==> src/rtl/demorgan_pipe.sv <==
// Two-stage valid/ready logic unit: computes NOR/NAND/OR/AND in direct and De Morgan
// form per lane, returns the direct result and flags any lane where the two disagree.
module demorgan_pipe #(
  parameter int WIDTH = 8,
  parameter int CNT_W = 8
) (
  input  logic             clk,
  input  logic             rst,
  input  logic             in_valid,
  output logic             in_ready,
  input  logic [WIDTH-1:0] a,
  input  logic [WIDTH-1:0] b,
  input  logic [1:0]       mode,
  input  logic             inject,
  input  logic             clr,
  output logic             out_valid,
  input  logic             out_ready,
  output logic [WIDTH-1:0] e,
  output logic             eq,
  output logic [CNT_W-1:0] txn_cnt,
  output logic [CNT_W-1:0] err_cnt
);

  logic             r_v1;
  logic             r_v2;
  logic [WIDTH-1:0] r_a1;
  logic [WIDTH-1:0] r_b1;
  logic [1:0]       r_mode1;
  logic             r_inject1;
  logic [WIDTH-1:0] r_e2;
  logic             r_eq2;
  logic [CNT_W-1:0] r_txnCnt;
  logic [CNT_W-1:0] r_errCnt;

  logic             w_s2Free;
  logic             w_s1Advance;
  logic             w_inFire;
  logic             w_outFire;
  logic [WIDTH-1:0] w_direct;
  logic [WIDTH-1:0] w_deMorgan;
  logic [WIDTH-1:0] w_injMask;

  // in_ready depends on out_ready and the stage valids only, never on in_valid.
  assign w_s2Free    = ~r_v2 | out_ready;
  assign w_s1Advance = r_v1 & w_s2Free;
  assign in_ready    = ~r_v1 | w_s1Advance;
  assign w_inFire    = in_valid & in_ready;
  assign w_outFire   = r_v2 & out_ready;

  always_comb begin
    w_direct   = '0;
    w_deMorgan = '0;
    case (r_mode1)
      2'b00: begin
        w_direct   = ~(r_a1 | r_b1);
        w_deMorgan = ~r_a1 & ~r_b1;
      end
      2'b01: begin
        w_direct   = ~(r_a1 & r_b1);
        w_deMorgan = ~r_a1 | ~r_b1;
      end
      2'b10: begin
        w_direct   = r_a1 | r_b1;
        w_deMorgan = ~(~r_a1 & ~r_b1);
      end
      default: begin
        w_direct   = r_a1 & r_b1;
        w_deMorgan = ~(~r_a1 | ~r_b1);
      end
    endcase
    w_injMask    = '0;
    w_injMask[0] = r_inject1;
  end

  always_ff @(posedge clk) begin
    if (rst) begin
      r_v1     <= 1'b0;
      r_v2     <= 1'b0;
      r_e2     <= '0;
      r_eq2    <= 1'b1;
      r_txnCnt <= '0;
      r_errCnt <= '0;
    end else begin
      if (w_inFire) begin
        r_a1      <= a;
        r_b1      <= b;
        r_mode1   <= mode;
        r_inject1 <= inject;
      end
      r_v1 <= w_inFire | (r_v1 & ~w_s1Advance);

      if (w_s1Advance) begin
        r_e2  <= w_direct;
        r_eq2 <= (w_direct == (w_deMorgan ^ w_injMask));
      end
      r_v2 <= w_s1Advance | (r_v2 & ~out_ready);

      // Clear wins over a same-cycle delivery; counters stick at all-ones.
      if (clr) begin
        r_txnCnt <= '0;
        r_errCnt <= '0;
      end else if (w_outFire) begin
        if (r_txnCnt != '1) r_txnCnt <= r_txnCnt + CNT_W'(1);
        if (!r_eq2 && (r_errCnt != '1)) r_errCnt <= r_errCnt + CNT_W'(1);
      end
    end
  end

  assign out_valid = r_v2;
  assign e         = r_e2;
  assign eq        = r_eq2;
  assign txn_cnt   = r_txnCnt;
  assign err_cnt   = r_errCnt;

endmodule

==> config.mk <==
export PLATFORM = sky130hd
export DESIGN_NAME = demorgan_pipe
export DESIGN_NICKNAME = d
export VERILOG_FILES = /design/src/rtl/demorgan_pipe.sv
export SDC_FILE = /design/constraint.sdc
export NUM_CORES = 1
export LEC_CHECK = 0
export CAP_MARGIN = 5
export CORE_MARGIN = 3
export CORE_UTILIZATION = 48
export CTS_CLUSTER_SIZE = 8
export DETAILED_ROUTE_END_ITERATION = 8
export GPL_TIMING_DRIVEN = 0
export HOLD_SLACK_MARGIN = 0.02
export PLACE_DENSITY_LB_ADDON = 0.05
export SYNTH_ARGS = -nofsm -noshare
export SYNTH_HDL_FRONTEND = slang
export SYNTH_SLANG_ARGS = --single-unit
==> constraint.sdc <==
create_clock -name clk -period 2 [get_ports clk]
set_input_delay 0.4 -clock clk [delete_from_list [all_inputs] [get_ports clk]]
set_output_delay 0.4 -clock clk [all_outputs]
set_load 0.1 [all_outputs]
=== Word-level counts from Yosys, hierarchy flattened ===
Index checks and enable logic that the tools add are counted.
Widths: inputs -> output; s select.

* Muxes and demuxes: 2
* Shifts and indexed selects: 0
* Add/subtract/negate cells: 2
* $mul: 0
* Eq/ne operators: 5
* Bitwise logic cells: 25
* Divide/modulo/power cells: 0
* Reductions and logical operators: 7
* $lt $le $gt $ge: 0

{| class="wikitable"
|+ Operators by type and width
! kind !! number
|-
| $not 8->8 || 6
|-
| $pmux 8 s3 || 2
|-
| $add 8x1->8 const B || 2
|-
| $and 8x8->8 || 2
|-
| $ne 8x8->1 const B || 2
|-
| $or 8x8->8 || 2
|-
| $eq 8x8->1 || 1
|-
| $xor 8x1->8 || 1
|-
| $reduce_and 2->1 || 3
|-
| $and 1x1->1 || 5
|-
| $not 1->1 || 5
|-
| $or 1x1->1 || 4
|-
| $eq 2x1->1 const B || 1
|-
| $eq 2x2->1 const B || 1
|-
| $logic_not 2->1 || 1
|-
| $reduce_or 2->1 || 1
|-
| $logic_and 1x1->1 || 1
|-
| $logic_not 1->1 || 1
|}

* Bits in latches: 0
* Register bits: 46
* Bits in read-only memories: 0
* Memories: 0
* Input bits: 24
* RAM bits: 0
* Output and inout port bits: 27

=== Logic depth before layout (Yosys ltp) ===
Gate-level depths: netlist of the first run.

* Depth after elaboration: 6
* Mapped depth: 5
* Depth with buffers taken out: 5

=== Worst setup path after synthesis of the first run ===
Ideal clock, no wire load.

* Path kind: register -> register
* Start point: reg r_v2, in the netlist out_valid
* End point: reg r_a1[0], enable pin
* Setup slack: -0.817 ns
* Arrival: 2.482 ns
* Stages on the path, launching flop included: 4
* Required time: 1.665 ns
* Cells stage by stage: dfxtp_1 > nor2b_1 > nand2_1 > and3b_1

* Longest elaborated chain between the ends: 6

{| class="wikitable"
|+ Ends and longest elaborated chain
! what !! line !! RTL
|-
| start, declared || 25 || <nowiki>logic r_v2;</nowiki>
|-
| start signal, assigned || 96 || <nowiki>r_v2 <= w_s1Advance | (r_v2 & ~out_ready);</nowiki>
|-
| $not 1->1 || 44 || <nowiki>assign w_s2Free = ~r_v2 | out_ready;</nowiki>
|-
| $or 1x1->1 || 44 ||
|-
| $and 1x1->1 || 45 || <nowiki>assign w_s1Advance = r_v1 & w_s2Free;</nowiki>
|-
| $or 1x1->1 || 46 || <nowiki>assign in_ready = ~r_v1 | w_s1Advance;</nowiki>
|-
| net in_ready || 10 || <nowiki>output logic in_ready,</nowiki>
|-
| $and 1x1->1 || 47 || <nowiki>assign w_inFire = in_valid & in_ready;</nowiki>
|-
| $reduce_and 2->1 (no source line) || - ||
|-
| end signal, assigned || 85 || <nowiki>r_a1 <= a;</nowiki>
|-
| end, declared || 26 || <nowiki>logic [WIDTH-1:0] r_a1;</nowiki>
|}

The timed path passes the listed nets, and every way through them passes these cells.
A chain may end at the register's enable or synchronous reset.

=== Worst setup path in the final report of the first run ===
* Start point: reg r_errCnt[7], in the netlist err_cnt[7]
* End point: out err_cnt[7]

{| class="wikitable"
|+ RTL lines
! what !! line !! RTL
|-
| start, declared || 33 || <nowiki>logic [CNT_W-1:0] r_errCnt;</nowiki>
|-
| start signal, assigned || 104 || <nowiki>if (!r_eq2 && (r_errCnt != '1)) r_errCnt <= r_errCnt + CNT_W'(1);</nowiki>
|-
| end, declared || 21 || <nowiki>output logic [CNT_W-1:0] err_cnt</nowiki>
|}

No word-level cell between the ends.

==> results of run 1 <==
kinds of logic after synthesis:
| group | synth area share |
|---|---|
| multiplexers | 0.0452 |
| XOR/XNOR | 0.0268 |
| adder cells (fa/ha/maj) | 0.0535 |
| AO/OA/AOI/OAI | 0.0904 |
| flip-flops | 0.566 |
| AND/OR/NAND/NOR | 0.207 |
| buffers and inverters | 0.0115 |
worst reg2reg max path, stage by stage, from the launching register on:
cell and delay [ns]:
dfxtp_2 0.38, ha_1 0.23, nand4_1 0.18, o21ai_0 0.38, xor2_1 0.18, nor2_1 0.05
per-layer routing:
layer,wire length [µm],vias to the layer above
met3,204,4
met1,1730,713
met2,1970,49
met4,38,0
li1,-,737
met5,0,-
synth_stat cells, types with 2 or more instances:
master and number:
nand2_1 18, a211o_2 2, nand3_1 6, nand4_1 4
nor2_1 19, a2111oi_4 2, mux2_2 6, nand4b_1 2
xor2_1 2, dfxtp_1 27, nand3b_1 8, clkbuf_1 2
inv_1 3, xnor2_1 4, nor2b_1 2, a31oi_1 2
o21ai_0 7, ha_1 2, maj3_1 8, edfxtp_1 19
a21oi_1 4, and3_1 2, nor3_1 3, nand2b_1 2
placed cells by master (no fill, tap or decap), types with 2 or more instances in the layout:
master	instances
a2111oi_4	2
a211o_2	2
a21oi_1	4
a31oi_1	2
and3_1	2
clkbuf_1	3
clkbuf_2	6
clkbuf_8	5
clkdlybuf4s15_2	2
clkdlybuf4s50_1	23
dfxtp_1	21
dfxtp_2	5
dlygate4sd2_1	17
edfxtp_1	19
ha_1	2
inv_1	3
maj3_1	8
mux2_2	6
nand2_1	17
nand2b_1	2
nand3_1	6
nand3b_1	8
nand4_1	4
nand4b_1	2
nor2_1	19
nor2b_1	2
nor3_1	3
o21ai_0	7
xnor2_1	4
xor2_1	2
power by group:
part           internal, W  switching, W
Clock             0.000373      0.000310
Sequential         0.00101     0.0000185
Combinational    0.0000782      0.000146
Total              0.00146      0.000474
timing repair:
action	CTS	global route
setup buffers	0	0
gates resized for setup	35	14
endpoints found under the setup margin	27	8
endpoints found under the hold margin	0	0
layout make-up:
| cell class | instances | area share |
|---|---|---|
| tap | 48 | 0.0231 |
| sequential | 46 | 0.432 |
| multi-input combinational | 119 | 0.321 |
| clock buffer | 6 | 0.0279 |
| buffer | 2 | 0.00289 |
| timing repair buffer | 50 | 0.173 |
| inverter | 4 | 0.00578 |
| clock inverter | 2 | 0.0145 |
per-stage QoR:
step	setup TNS (ns)	cell area, µm²	total power (W)
floorplan	0	1980	0.00119
global placement	-0.775	2540	0.00128
detailed placement	-0.795	2540	0.00128
CTS	-0.105	2630	0.00195
global route	0	2600	0.00201
finish	0	2600	0.00193
worst max-delay path by stage:
stage / slack [ns] / to
after floorplan: 0.04 / err_cnt[4]
after global placement: -0.67 / in_ready
after detailed placement: -0.67 / in_ready
after CTS: -0.10 / in_ready
after global routing: 0.0006 / err_cnt[7]
final: 0.03 / err_cnt[7]
state kept, by name, indices dropped and copies added (netlist names), 2 cells and up:
signal	cells
r_b1	8
r_a1	8
err_cnt	8
e	8
txn_cnt	8
r_mode1	2
==> impl_metrics.py, run 1 <==
metrics = {
    "global_routing": {
        "grt_start_max_net_pins": 20,
        "global_route.peak_usage_layer": "met2",
        "grt-ovfl-total": 0,
        "groute.layer.met2.usage": 0.290,
        "global_route_wire_length_before_repair_um": 6730,
        "global_route.usage.met1": 0.210,
        "grtUsageTotal": 0.170,
        "use_met3": 0.0403,
        "via_count_of_the_first_global_routing_pass": 1455,
        "antenna_found_initial": 0,
    },
    "pwr": {
        "vdd.ir_drop.worst_mv": 0.590,
        "cellPowerDensity_nw_per_um2": 744,
        "p_leak_nw": 0.980,
    },
    "hold_path": {
        "min_to": "e[3]",
        "timing.hold.worst.class": "register to register",
        "holdCritStartpoint": "e[3]",
        "min_delay_path_depth": 2,
    },
    "clock_network": {
        "path_clk_slew_ns": 0.08,
        "cts-buffers-inserted": 5,
        "cts_stage_hold_buffer_count": 0,
        "clockBufferDepth": 2,
        "htree_num_levels": 2,
        "tritoncts": "yes",
        "worstSkewPairLatency_ns": 0.30,
        "tritoncts_num_sinks": 46,
        "clockRootBuffer": "clkbuf_8",
    },
    "outcome": {
        "result_of_the_run": "finished, final reports clean",
    },
    "critical_path": {
        "critical-path-max-stage-delay_ns": 0.88,
        "rr_endpoint": "txn_cnt[0]",
        "rr_startpoint": "txn_cnt[0]",
        "worstPathMaxFanout": 4,
        "timing.critical_path.arrival_ns": 1.57,
        "worst-path-stages": 1,
        "timing_worst_setup_path_type": "register to output pin",
        "end_kind": "output pin",
        "worstPathCellList": "dlygate4sd2_1",
        "crit_slowest_cell": "dlygate4sd2_1",
        "timing.critical_path.buf_inv": 1,
        "critical_path_origin": "err_cnt[7]",
        "worstRegToRegCells": 5,
        "cp_data_required_time_ns": 1.60,
        "critical_path.startpoint_type": "register",
        "timing.critical_path.max_delay_family": "buffers and inverters",
        "r2r_setup_slack_ns": 0.47,
    },
    "floorplan": {
        "core_area_um2": 3800,
        "die_y_um": 70.0,
        "die_area_um2": 4900,
        "std_cell_rows": 22,
        "fp.dieW_um": 70.0,
        "design.portCount": 51,
        "initial_core_util": 0.517,
    },
    "routing": {
        "drtAntennaViolNets": 0,
        "vias_per_cell": 5.43,
        "dr_total_vias": 1503,
        "drt-total-wl_um": 3940,
        "initialDrtViolationCount": 102,
        "detail_route.drc_violations": 0,
        "wl_per_cell_um": 14.2,
        "firstDrtPassIters": 5,
    },
    "place": {
        "globalplace.congestion": 0.778,
        "pre_cts_ws_ns": -0.666,
        "port_buffers": 50,
        "dp_hpwl_um": 2840,
        "dp_cells": 269,
    },
    "timing": {
        "fin_worst_hold_slack_ns": 0.485,
        "setup_repair_after_global_routing_missed_its_margin": "no",
        "hold_violations": 0,
        "finClkSkew_ns": 0.00428,
        "max_slew.worst_pin.slew_ns": 0.984,
        "timing.final.crit_share": 0.986,
        "max_clock_freq_mhz": 507,
        "timing.final.ws_setup_ns": 0.0286,
        "relSlewSlack": 0.347,
        "tmin_final_ns": 1.97,
        "finalSetupViolCount": 0,
        "slew_viol_final": 0,
    },
    "cells_and_area": {
        "layout_cells_excl_fill": 277,
        "layout.core_utilization": 0.684,
        "antenna-diode-count": 0,
        "syn2layout_area_growth_pct": 32.2,
        "multi_input_area_um2": 835,
        "filler_cell_count": 302,
        "layout.nets": 254,
        "fraction_of_final_layout_cells_with_drive_strength_greater_than_1": 0.179,
        "seq_area_um2": 1120,
    },
    "yosys": {
        "yosysTopAreaCell": "edfxtp_1",
        "postSynthRegisterBits": 46,
        "synth.cell_area_um2": 1960,
        "synth_enable_flop_cells": 19,
        "synth_area_leaders": "edfxtp_1 29%, dfxtp_1 28%, maj3_1 4.1%, nor2_1 3.6%, nand2_1 3.4%",
        "synth-warning-count": 0,
        "post-synth-top-area-fraction": 0.290,
        "synth_cells": 171,
        "synth_cell_types": 39,
        "sequential_share_of_the_synthesized_area": 0.566,
        "synth_async_sr_flop_share": 0,
        "dominantRegCellSynth": "dfxtp_1",
        "synthesis.nets": 197,
        "synth.avg_cell_area_um2": 11.5,
    },
    "flow_run": {
        "max-cap-violations": 0,
    },
}
Note: power is estimated with default switching activity, not from simulation.
==> inputs of run 2 (changes only) <==
Settings changed: TNS_END_PERCENT from default to 5.
==> impl_metrics.py, run 2 (same netlist as run 1, synthesis figures left out) <==
metrics = {
    "outcome": {
        "result_of_the_run": "finished, final reports clean",
    },
    "floorplan": {
        "die_y_um": 70.0,
        "fp.dieW_um": 70.0,
        "std_cell_rows": 22,
        "die_area_um2": 4900,
        "design.portCount": 51,
        "initial_core_util": 0.517,
        "core_area_um2": 3800,
    },
    "pwr": {
        "share_seq_of_total_power": 0.531,
        "p_int_w": 0.00146,
        "power_switching_w": 0.000472,
        "totalPowerFinal_w": 0.00193,
        "p_leak_nw": 0.969,
        "vdd.ir_drop.worst_mv": 0.429,
        "share_clk_of_total_power": 0.352,
        "comb_power_share": 0.117,
        "cellPowerDensity_nw_per_um2": 739,
        "switching_share": 0.244,
    },
    "routing": {
        "drt-total-wl_um": 3910,
        "dr_total_vias": 1467,
        "vias_per_cell": 5.30,
        "initialDrtViolationCount": 76,
        "firstDrtPassIters": 7,
        "detail_route.drc_violations": 0,
        "drtAntennaViolNets": 0,
        "wl_per_cell_um": 14.1,
    },
    "clock_network": {
        "tritoncts": "yes",
        "clockRootBuffer": "clkbuf_8",
        "cts.repair_timing.setup_buffer_count": 0,
        "htree_num_levels": 2,
        "worstSkewPairLatency_ns": 0.30,
        "clockBufferDepth": 2,
        "path_clk_slew_ns": 0.08,
        "cts-buffers-inserted": 5,
        "tritoncts_num_sinks": 46,
    },
    "timing": {
        "finalSetupViolCount": 0,
        "timing.final.crit_share": 0.976,
        "finClkSkew_ns": 0.00426,
        "slew_viol_final": 0,
        "max_slew.worst_pin.slew_ns": 0.965,
        "tmin_final_ns": 1.95,
        "fin_worst_hold_slack_ns": 0.475,
        "hold_violations": 0,
        "max_clock_freq_mhz": 512,
        "relSlewSlack": 0.359,
        "setup_repair_after_global_routing_missed_its_margin": "yes",
    },
    "cells_and_area": {
        "layout.nets": 254,
        "filler_cell_count": 295,
        "layout_common_cells": "23 x clkdlybuf4s50_1, 22 x dfxtp_1, 19 x nor2_1, 19 x edfxtp_1, 17 x nand2_1",
        "fraction_of_final_layout_cells_with_drive_strength_greater_than_1": 0.170,
        "syn2layout_area_growth_pct": 33.1,
        "seq_area_um2": 1120,
        "finalInstanceArea_um2": 2610,
        "antenna-diode-count": 0,
        "layout.cells.most_common": "clkdlybuf4s50_1",
        "multi_input_area_um2": 835,
    },
    "place": {
        "globalplace.congestion": 0.776,
        "port_buffers": 50,
        "dpl-instance-area_um2": 2530,
        "dp_hpwl_um": 2780,
    },
    "critical_path": {
        "worstPathMaxFanout": 5,
        "crit_slowest_cell": "clkdlybuf4s15_1",
        "timing.critical_path.arrival_ns": 1.55,
        "timing.critical_path.buf_inv": 1,
        "timing.critical_path.max_delay_family": "buffers and inverters",
        "timing_worst_setup_path_type": "register to output pin",
        "critical_path.startpoint_type": "register",
        "end_kind": "output pin",
        "worstPathCellList": "clkdlybuf4s15_1",
        "critical-path-max-stage-delay_ns": 0.85,
        "cp_data_required_time_ns": 1.60,
    },
    "global_routing": {
        "grt-ovfl-total": 0,
        "grtUsageTotal": 0.168,
        "antenna_found_initial": 0,
        "via_count_of_the_first_global_routing_pass": 1394,
        "global_route_wire_length_before_repair_um": 6530,
        "grt_start_max_net_pins": 20,
    },
    "hold_path": {
        "timing.hold.worst.class": "register to register",
    },
    "flow_run": {
        "max-cap-violations": 0,
    },
}
## run 2: cell count changes in the layout (fill, tap and decap cells not counted)
cell / delta
dfxtp_4: -1
dlygate4sd2_1: -2
clkbuf_2: -3
clkdlybuf4s15_2: +2
clkdlybuf4s15_1: +3
dfxtp_1: +1
## run 2: stage by stage
| step | util | setup TNS, ns | setup WS [ns] | std cells |
|---|---|---|---|---|
| global placement | 0.667 | -0.785 | -0.672 | 269 |
| global route | 0.688 | -0.00666 | -0.00666 | 277 |
| finish | 0.688 | 0 | 0.0479 | 277 |
| floorplan | - | -1.52 | -0.0796 | 171 |
| detailed placement | 0.667 | -0.906 | -0.680 | 269 |
| CTS | 0.691 | -0.112 | -0.112 | 277 |
## run 2: repair_timing
action                                  CTS  global route
resized for setup                        39            11
hold buffers                              0             0
endpoints found under the setup margin   27             8
## run 2: routing by layer
layer | routed length [µm] | vias to the layer above | global-route usage
li1 | - | 740 | -
met1 | 1770 | 673 | 0.212
met2 | 1900 | 49 | 0.279
met3 | 203 | 5 | 0.0403
met4 | 37 | 0 | 0.0574
met5 | 0 | - | 0
## run 2: final timing paths
check | slack [ns] | cells after the start | endpoint | from
worst max-delay path | 0.05 | 1 | txn_cnt[6] | txn_cnt[6]
worst min-delay path | 0.47 | 2 | e[4] | e[4]
worst max register to register | 0.45 | 5 | err_cnt[2] | err_cnt[0]
worst min register to register | 0.47 | 2 | e[4] | e[4]
## run 2: cell type report
| type | count | share of cell area |
|---|---|---|
| Tap cell | 48 | 0.0230 |
| Inverter | 4 | 0.00574 |
| Sequential cell | 46 | 0.427 |
| Buffer | 2 | 0.00287 |
| Timing Repair Buffer | 50 | 0.180 |
| Clock buffer | 6 | 0.0278 |
| Multi-Input combinational cell | 119 | 0.319 |
| Clock inverter | 2 | 0.0144 |
## run 2: power by group through the flow
stage / clock, W / sequential [W] / combinational [W]
after floorplan: 0 / 0.00114 / 0.0000571
after global placement: 0 / 0.00105 / 0.000231
after detailed placement: 0 / 0.00105 / 0.000234
after CTS: 0.000694 / 0.00103 / 0.000227
after global routing: 0.000738 / 0.00103 / 0.000238
final: 0.000680 / 0.00103 / 0.000225
==> inputs of run 3 (changes only) <==
Settings changed: CORE_UTILIZATION 48 to 43, PLACE_DENSITY_LB_ADDON 0.05 to 0.2.
Clock period 2 ns to 1.6 ns, I/O delays scaled along.
==> impl_metrics.py, run 3 (same netlist as run 1, synthesis figures left out) <==
metrics = {
    "cells_and_area": {
        "seq_area_um2": 1130,
        "layout_common_cells": "22 x clkdlybuf4s50_1, 19 x clkdlybuf4s15_2, 19 x edfxtp_1, 18 x nor2_1, 17 x nand2_1",
        "layout.nets": 254,
        "fraction_of_final_layout_cells_with_drive_strength_greater_than_1": 0.314,
        "filler_cell_count": 320,
        "syn2layout_area_growth_pct": 35.6,
        "layout.cells.most_common": "clkdlybuf4s50_1",
        "layout.core_utilization": 0.634,
        "antenna-diode-count": 0,
        "multi_input_area_um2": 852,
    },
    "place": {
        "globalplace.congestion": 0.813,
        "port_buffers": 50,
        "dp_hpwl_um": 2930,
    },
    "routing": {
        "dr_total_vias": 1494,
        "wl_per_cell_um": 14.8,
        "drt-total-wl_um": 4120,
        "detail_route.drc_violations": 0,
        "drtAntennaViolNets": 0,
        "initialDrtViolationCount": 119,
        "vias_per_cell": 5.35,
        "firstDrtPassIters": 4,
    },
    "clock_network": {
        "cts_stage_hold_buffer_count": 0,
        "cts.repair_timing.setup_buffer_count": 0,
        "htree_num_levels": 2,
        "tritoncts": "yes",
        "clockBufferDepth": 2,
        "path_clk_slew_ns": 0.09,
        "tritoncts_num_sinks": 46,
        "clockRootBuffer": "clkbuf_8",
        "cts-buffers-inserted": 5,
        "worstSkewPairLatency_ns": 0.30,
    },
    "timing": {
        "finalSetupViolCount": 0,
        "max_slew.worst_pin.slew_ns": 0.557,
        "timing.final.crit_share": 0.980,
        "hold_violations": 0,
        "relSlewSlack": 0.630,
        "tmin_final_ns": 1.57,
        "tns_ns": 0,
        "max_clock_freq_mhz": 638,
        "slew_viol_final": 0,
        "finClkSkew_ns": 0.00848,
        "setup_repair_after_global_routing_missed_its_margin": "no",
    },
    "floorplan": {
        "std_cell_rows": 23,
        "design.portCount": 51,
        "fp.dieW_um": 73.6,
        "initial_core_util": 0.468,
        "die_y_um": 73.6,
        "die_area_um2": 5420,
        "core_area_um2": 4200,
    },
    "pwr": {
        "share_clk_of_total_power": 0.302,
        "cellPowerDensity_nw_per_um2": 848,
        "switching_share": 0.263,
        "comb_power_share": 0.129,
        "share_seq_of_total_power": 0.569,
        "p_int_w": 0.00166,
        "power_switching_w": 0.000594,
        "vdd.ir_drop.worst_mv": 0.572,
        "p_leak_nw": 0.918,
    },
    "critical_path": {
        "r2r_setup_slack_ns": 0.07,
        "rr_endpoint": "err_cnt[2]",
        "critical_path.startpoint_type": "register",
        "timing_worst_setup_path_type": "register to output pin",
        "timing.critical_path.buf_inv": 1,
        "cp_data_required_time_ns": 1.28,
        "rr_startpoint": "err_cnt[0]",
        "end_kind": "output pin",
        "worstRegToRegCells": 5,
        "worstPathMaxFanout": 5,
        "crit_slowest_cell": "clkdlybuf4s15_2",
        "worstPathCellList": "clkdlybuf4s15_2",
        "timing.critical_path.max_delay_family": "buffers and inverters",
        "timing.critical_path.arrival_ns": 1.25,
        "critical-path-max-stage-delay_ns": 0.57,
        "critical_path_origin": "err_cnt[4]",
    },
    "global_routing": {
        "grt-ovfl-total": 0,
        "via_count_of_the_first_global_routing_pass": 1471,
        "grt_start_max_net_pins": 20,
        "antenna_found_initial": 0,
        "grtUsageTotal": 0.163,
        "global_route_wire_length_before_repair_um": 6780,
    },
    "outcome": {
        "result_of_the_run": "finished, final reports clean",
    },
    "hold_path": {
        "min_delay_path_depth": 2,
        "timing.hold.worst.class": "register to register",
        "holdCritStartpoint": "e[4]",
        "min_to": "e[4]",
    },
    "flow_run": {
        "max-cap-violations": 0,
    },
}
-- run 3: cell count changes in the layout (fill, tap and decap cells not counted), moves of 2 or more --
cell and delta:
dlygate4sd2_1 -14, clkdlybuf4s15_2 +15, clkdlybuf4s18_2 +3, dfxtp_2 +11
clkbuf_2 -2, buf_2 +2, clkdlybuf4s15_1 -4, dfxtp_1 -12
-- run 3: through the flow --
stage	std cells	setup WS (ns)	area, µm²	hold slack, ns	total power, W
2_1_floorplan	171	-0.191	2010	0.419	0.00149
3_3_place_gp	271	-0.916	2570	0.459	0.00160
3_5_place_dp	271	-0.908	2570	0.474	0.00161
4_1_cts	279	-0.241	2680	0.485	0.00228
5_1_grt	279	0.000599	2660	0.504	0.00234
6_report	279	0.0322	2660	0.483	0.00226
-- run 3: power groups by stage --
stage	Clock [W]	Sequential [W]	Combinational, W
final	0.000682	0.00129	0.000291
after global routing	0.000745	0.00129	0.000307
after CTS	0.000706	0.00129	0.000293
after detailed placement	0	0.00131	0.000298
after global placement	0	0.00131	0.000292
after floorplan	0	0.00142	0.0000742
-- run 3: layer usage --
layer  track usage  share of wire
met5             0              0
met4        0.0563          0.013
met3        0.0492          0.070
met2         0.286           0.50
met1         0.187           0.42
-- run 3: area by class of cell --
type                       count  area share
timing repair buffer          50       0.190
inverter                       4     0.00564
buffer                         2     0.00282
tap                           50      0.0235
clock inverter                 3     0.00611
sequential                    46       0.426
clock buffer                   5      0.0258
multi-input combinational    119       0.320
-- run 3: worst max-delay path by stage --
| stage | to | slack, ns | depth (start not counted) |
|---|---|---|---|
| 5_1_grt | err_cnt[2] | 0.0006 | 1 |
| 3_3_place_gp | in_ready | -0.92 | 4 |
| 2_1_floorplan | txn_cnt[0] | -0.19 | 5 |
| 4_1_cts | txn_cnt[4] | -0.24 | 1 |
| 6_report | err_cnt[4] | 0.03 | 1 |
| 3_5_place_dp | in_ready | -0.91 | 4 |
-- run 3: what timing repair did --
item,in CTS,in global routing
setup endpoints to repair,30,11
resized for setup,89,9
pin swaps,0,0
